## src/rtl/tts_pkg.sv

```systemverilog
// Shared types and constants for the truth-table sweeper.
// The SWEEP_GRAY_EN macro selects Gray-code vector ordering in vec_of().
package tts_pkg;

  localparam int VEC_W = 4;
  localparam int N_VEC = 16;

  typedef enum logic [1:0] {
    IDLE  = 2'd0,
    SWEEP = 2'd1,
    DONE  = 2'd2
  } state_e;

  // Maps the sweep index to the vector actually driven onto the DUT.
  function automatic logic [VEC_W-1:0] vec_of(input logic [VEC_W-1:0] idx);
`ifdef SWEEP_GRAY_EN
    return idx ^ (idx >> 1);
`else
    return idx;
`endif
  endfunction

endpackage

```

## src/rtl/sweep_dwell_timer.sv

```systemverilog
// Dwell counter: counts while run is high and pulses tick on count DWELL-1,
// wrapping back to zero on the same edge. load clears it.
module sweep_dwell_timer #(
  parameter int DWELL = 4
) (
  input  logic clk,
  input  logic rst_n,
  input  logic run,
  input  logic load,
  output logic tick
);

  localparam logic [7:0] LAST = 8'(DWELL - 1);

  logic [7:0] cnt_q, cnt_d;

  always_comb begin
    cnt_d = cnt_q;
    if (load) begin
      cnt_d = '0;
    end else if (run) begin
      cnt_d = (cnt_q == LAST) ? 8'd0 : cnt_q + 8'd1;
    end
  end

  always_ff @(posedge clk or negedge rst_n) begin
    if (!rst_n) begin
      cnt_q <= '0;
    end else begin
      cnt_q <= cnt_d;
    end
  end

  assign tick = run && !load && (cnt_q == LAST);

endmodule

```

## src/rtl/truth_table_sweeper.sv

```systemverilog
// Drives all 16 input vectors into a 4-input combinational DUT, compares its
// response against EXPECTED and reports errors. SWEEP_GRAY_EN selects Gray order.
module truth_table_sweeper
  import tts_pkg::*;
#(
  parameter int          DWELL    = 4,
  parameter logic [15:0] EXPECTED = 16'h0000
) (
  input  logic             clk,
  input  logic             rst_n,
  input  logic             start,
  output logic [VEC_W-1:0] abcd,
  input  logic             f_in,
  output logic             busy,
  output logic             done,
  output logic [4:0]       err_count,
  output logic             err_valid,
  output logic [VEC_W-1:0] first_err_idx
);

  state_e           state_q, state_d;
  logic [VEC_W-1:0] idx_q, idx_d;
  logic [4:0]       err_q, err_d;
  logic             valid_q, valid_d;
  logic [VEC_W-1:0] first_q, first_d;

  logic             run, load, tick, mismatch;
  logic [VEC_W-1:0] vec;

  assign vec      = vec_of(idx_q);
  assign run      = (state_q == SWEEP);
  // The expected bit is looked up by the driven vector, so ordering never changes results.
  assign mismatch = (f_in != EXPECTED[vec]);

  sweep_dwell_timer #(.DWELL(DWELL)) u_dwell (
    .clk   (clk),
    .rst_n (rst_n),
    .run   (run),
    .load  (load),
    .tick  (tick)
  );

  always_comb begin
    state_d = state_q;
    idx_d   = idx_q;
    err_d   = err_q;
    valid_d = valid_q;
    first_d = first_q;
    load    = 1'b0;
    case (state_q)
      IDLE, DONE: begin
        if (start) begin
          state_d = SWEEP;
          idx_d   = '0;
          err_d   = '0;
          valid_d = 1'b0;
          first_d = '0;
          load    = 1'b1;
        end
      end
      SWEEP: begin
        if (tick) begin
          idx_d = idx_q + 4'd1;
          if (mismatch) begin
            if (err_q != 5'(N_VEC)) err_d = err_q + 5'd1;
            if (!valid_q) begin
              valid_d = 1'b1;
              first_d = vec;
            end
          end
          if (idx_q == 4'(N_VEC - 1)) state_d = DONE;
        end
      end
      default: state_d = IDLE;
    endcase
  end

  always_ff @(posedge clk or negedge rst_n) begin
    if (!rst_n) begin
      state_q <= IDLE;
      idx_q   <= '0;
      err_q   <= '0;
      valid_q <= 1'b0;
      first_q <= '0;
    end else begin
      state_q <= state_d;
      idx_q   <= idx_d;
      err_q   <= err_d;
      valid_q <= valid_d;
      first_q <= first_d;
    end
  end

  assign abcd          = run ? vec : '0;
  assign busy          = run;
  assign done          = (state_q == DONE);
  assign err_count     = err_q;
  assign err_valid     = valid_q;
  assign first_err_idx = first_q;

endmodule

```

## config.mk

```make
export PLATFORM = sky130hd
export DESIGN_NAME = truth_table_sweeper
export DESIGN_NICKNAME = d
export VERILOG_FILES = /design/src/rtl/tts_pkg.sv /design/src/rtl/sweep_dwell_timer.sv /design/src/rtl/truth_table_sweeper.sv
export SDC_FILE = /design/constraint.sdc
export NUM_CORES = 1
export LEC_CHECK = 0
export ABC_CLOCK_PERIOD_IN_PS = 5100
export CAP_MARGIN = 20
export CORE_MARGIN = 2
export CORE_UTILIZATION = 40
export DETAILED_ROUTE_END_ITERATION = 12
export HOLD_SLACK_MARGIN = 0.1
export PLACE_DENSITY = 0.71
export SYNTH_ARGS = -nofsm -noshare
export SYNTH_HDL_FRONTEND = slang
export SYNTH_SLANG_ARGS = --single-unit
export TNS_END_PERCENT = 50
```

## constraint.sdc

```tcl
create_clock -name clk -period 5.1 [get_ports clk]
set_input_delay 1.02 -clock clk [delete_from_list [all_inputs] [get_ports clk]]
set_output_delay 1.02 -clock clk [all_outputs]
set_load 0.005 [all_outputs]
```

==> flow_summary.ini <==
[power_and_ir_drop]
clockPowerShare_pct = 14.2
pwr-share-seq_pct = 53.5
power.net_switching_mw = 0.193
peakVddDrop_mv = 0.232
switching_share_pct = 33.8
power.static_leakage_nw = 0.660
power.density_nw_per_um2 = 375
total_power_mw = 0.573
internal-power_mw = 0.379
power_frac_comb_pct = 32.4

[grt]
globalRouteTotalUtil_pct = 16.7
pin_count_of_the_biggest_net_entering_global_routing = 25
leftover_overflow_at_the_end_of_global_routing = 0
grt_antenna_before_repair = 0
vias_in_the_first_global_route = 1009
grt_first_pass_wirelength_mm = 4.62

[setup_path]
critical_path.max_fanout = 13
cp_cell_sequence = nand2b_1 -> inv_1 -> and2_1 -> clkdlybuf4s50_1
critPathKind = reg2out
critical_path_arrival_ps = 1980
critPathBufInv = 2
critical_path.reg2reg.endpoint = err_count[1]$_DFFE_PN0P_
reg2regPathDepth = 5
critical_path.slowest_cell = dfrtp_1
r2r_start = u_dwell.cnt_q[0]$_DFFE_PN0P_
timing.critical_path.from = state_q[0]$_DFFE_PN0P_
path_delay_family = buffers and inverters
worst-r2r-setup-slack_ps = 2750
cp-end-kind = output port
crit_required_ps = 4080
start_kind = flip-flop
slowest_delay_ps = 570

[min_path]
min_delay_worst_endpoint = u_dwell.cnt_q[7]$_DFFE_PN0P_
min_path_cells = 1
hold_path.startpoint = u_dwell.cnt_q[7]$_DFFE_PN0P_
hold_path_class = reg2reg

[floorplanning]
rows = 20
core_area_um2 = 3030
die_area_um2 = 3630
starting_density_of_the_core_pct = 41.8
die_height_um = 60.3
top_level_ports = 20
die_boundary_width_um = 60.3

[clock_tree]
cts-buffers-inserted = 3
post_cts.resized_instances = 0
tritoncts = yes
cts_hold_buf = 0
cts_setup_buffers = 0
clock_latency_ps = 310
cts_num_sinks = 24
cts-root-buf = clkbuf_4
cts.path.max_buffers = 2
htreeDepth = 1
clk_pin_slew_ps = 130

[yosys]
yosysUniqueCellTypes = 36
synth_warnings = 0
synth.ff_latch_count = 24
synthArstFlopShare_pct = 100
synth.net_count = 142
average_footprint_of_a_synthesized_cell_um2 = 9.45
number_of_flops_mapped_to_enable_cells_by_yosys = 0
post_synth_instance_area_um2 = 1270
synth-seq-area-share_pct = 47.4
synth-main-ff-cell = dfrtp_1
postSynthCellCount = 134

[sta]
fin_worst_skew_ps = 6.06
final.hold.worst_slack_ps = 510
worst_slew_pin_slew_ps = 718
timing_hold_violations_final = 0
setup_viol = 0
rsz0062_at_grt = false
fin_tns_setup_ps = 0
finalMaxSlewViolations = 0
relSlewSlack_pct = 51.6
final_period_minus_worst_setup_slack_ps = 3000
period_share_pct = 58.9
timing.fmax_ghz = 0.333

[finish]
fill_cells = 296
multiInputGateArea_um2 = 627
area.growth.synth_to_final_pct = 20.5
most-common-layout-cells = dfrtp_1, clkdlybuf4s50_1, nand2_1, a21oi_1, nand3_1
ff_latch_area_um2 = 601
post_route_cells_drive_above_1_share_pct = 3.97
finish.instance_area_um2 = 1530
diodes = 0
design.final.nets = 161
layout_commonest_cell = dfrtp_1

[placement]
port_buffers = 19
gp_congestion = 0.778
post_dp_cell_area_um2 = 1490
detailed_place_hpwl_mm = 2.03

[route]
avg_wl_per_cell_um = 14.0
detailedRoute.firstPassIterationCount = 4
detail_route.drc_violations = 0
via_count = 1084
drtIter0Drc = 57
drt-total-wl_mm = 2.73
detail_routed_via_count_per_cell = 5.56
antenna_left = 0

[outcome]
outcome = completed

[job]
maxCapViolations = 0
metal layers:
layer | wire [um] | part of all wire [%] | GRT usage, %
met5 | 0 | 0 | 0
met4 | 23 | 0.84 | 4.76
met3 | 74 | 2.7 | 2.60
met2 | 1280 | 47 | 26.4
met1 | 1350 | 49 | 23.6
worst reg2reg max path, cell delays in order (launching register included):
cell,delay [ps]
dfrtp_1,400
ha_1,210
or4b_1,560
nor3_1,450
and3_1,300
mux2_2,340
stage by stage:
stage          std cells  utilization [%]  setup WS, ps
2_1_floorplan        134                -          3000
3_3_place_gp         191             49.1          2380
3_5_place_dp         191             49.1          2280
4_1_cts              194             49.9          2080
5_1_grt              195             50.4          1930
6_report             195             50.4          2100
worst max path at each step:
stage                                   endpoint  slack (ps)  cells past startpoint
global route                             abcd[1]        1930                      4
detailed placement  first_err_idx[3]$_DFFE_PN0P_        2280                      5
finish                                   abcd[1]        2100                      4
floorplan                                abcd[0]        3000                      4
CTS                                      abcd[1]        2080                      4
global placement    first_err_idx[0]$_DFFE_PN0P_        2380                      5
flip-flops by register name (all words and copies together), names as in the netlist:
| signal | count |
|---|---|
| err_valid | 1 |
| err_count | 5 |
| state_q | 2 |
| first_err_idx | 4 |
| u_dwell.cnt_q | 8 |
| idx_q | 4 |
logic make-up after synthesis:
family,count (synthesis),synth area share [%]
AO/OA/AOI/OAI,34,17.9
XOR/XNOR,1,0.692
AND/OR/NAND/NOR,59,25.3
multiplexers,2,1.68
flip-flops,24,47.4
buffers and inverters,10,3.06
adder cells (fa/ha/maj),4,3.95
cell type report:
class / instances / share of cell area, %
sequential: 24 / 39.4
multi-input combinational: 100 / 41.1
clock buffer: 3 / 1.48
timing repair buffer: 20 / 13.5
inverter: 4 / 0.984
tap: 44 / 3.61
cells in the mapped netlist (2+ instances only):
| master | count | share of area (%) |
|---|---|---|
| a41oi_1 | 2 | 1.4 |
| dfrtp_1 | 24 | 47 |
| nand2_1 | 13 | 3.9 |
| nand3_1 | 8 | 3.2 |
| nand4_1 | 4 | 2.0 |
| o21a_1 | 2 | 1.2 |
| or3_1 | 2 | 0.99 |
| ha_1 | 4 | 4.0 |
| a31oi_1 | 6 | 3.0 |
| and2_1 | 6 | 3.0 |
| o31ai_1 | 2 | 1.2 |
| a21oi_1 | 8 | 3.2 |
| o21ai_0 | 5 | 2.0 |
| a22o_1 | 6 | 4.2 |
| nor2_1 | 6 | 1.8 |
| or4_1 | 2 | 1.2 |
| clkbuf_1 | 4 | 1.2 |
| and3_1 | 4 | 2.0 |
| nand2b_1 | 3 | 1.5 |
| inv_1 | 4 | 1.2 |
| nor3_1 | 4 | 1.6 |
power by group through the flow:
stage	clock network, mW	logic, mW	registers [mW]
2_1_floorplan	0	0.121	0.294
3_3_place_gp	0	0.182	0.308
3_5_place_dp	0	0.185	0.311
4_1_cts	0.0851	0.187	0.307
5_1_grt	0.0920	0.211	0.318
6_report	0.0811	0.185	0.306
No activity file was read; power rests on OpenSTA's default activity.
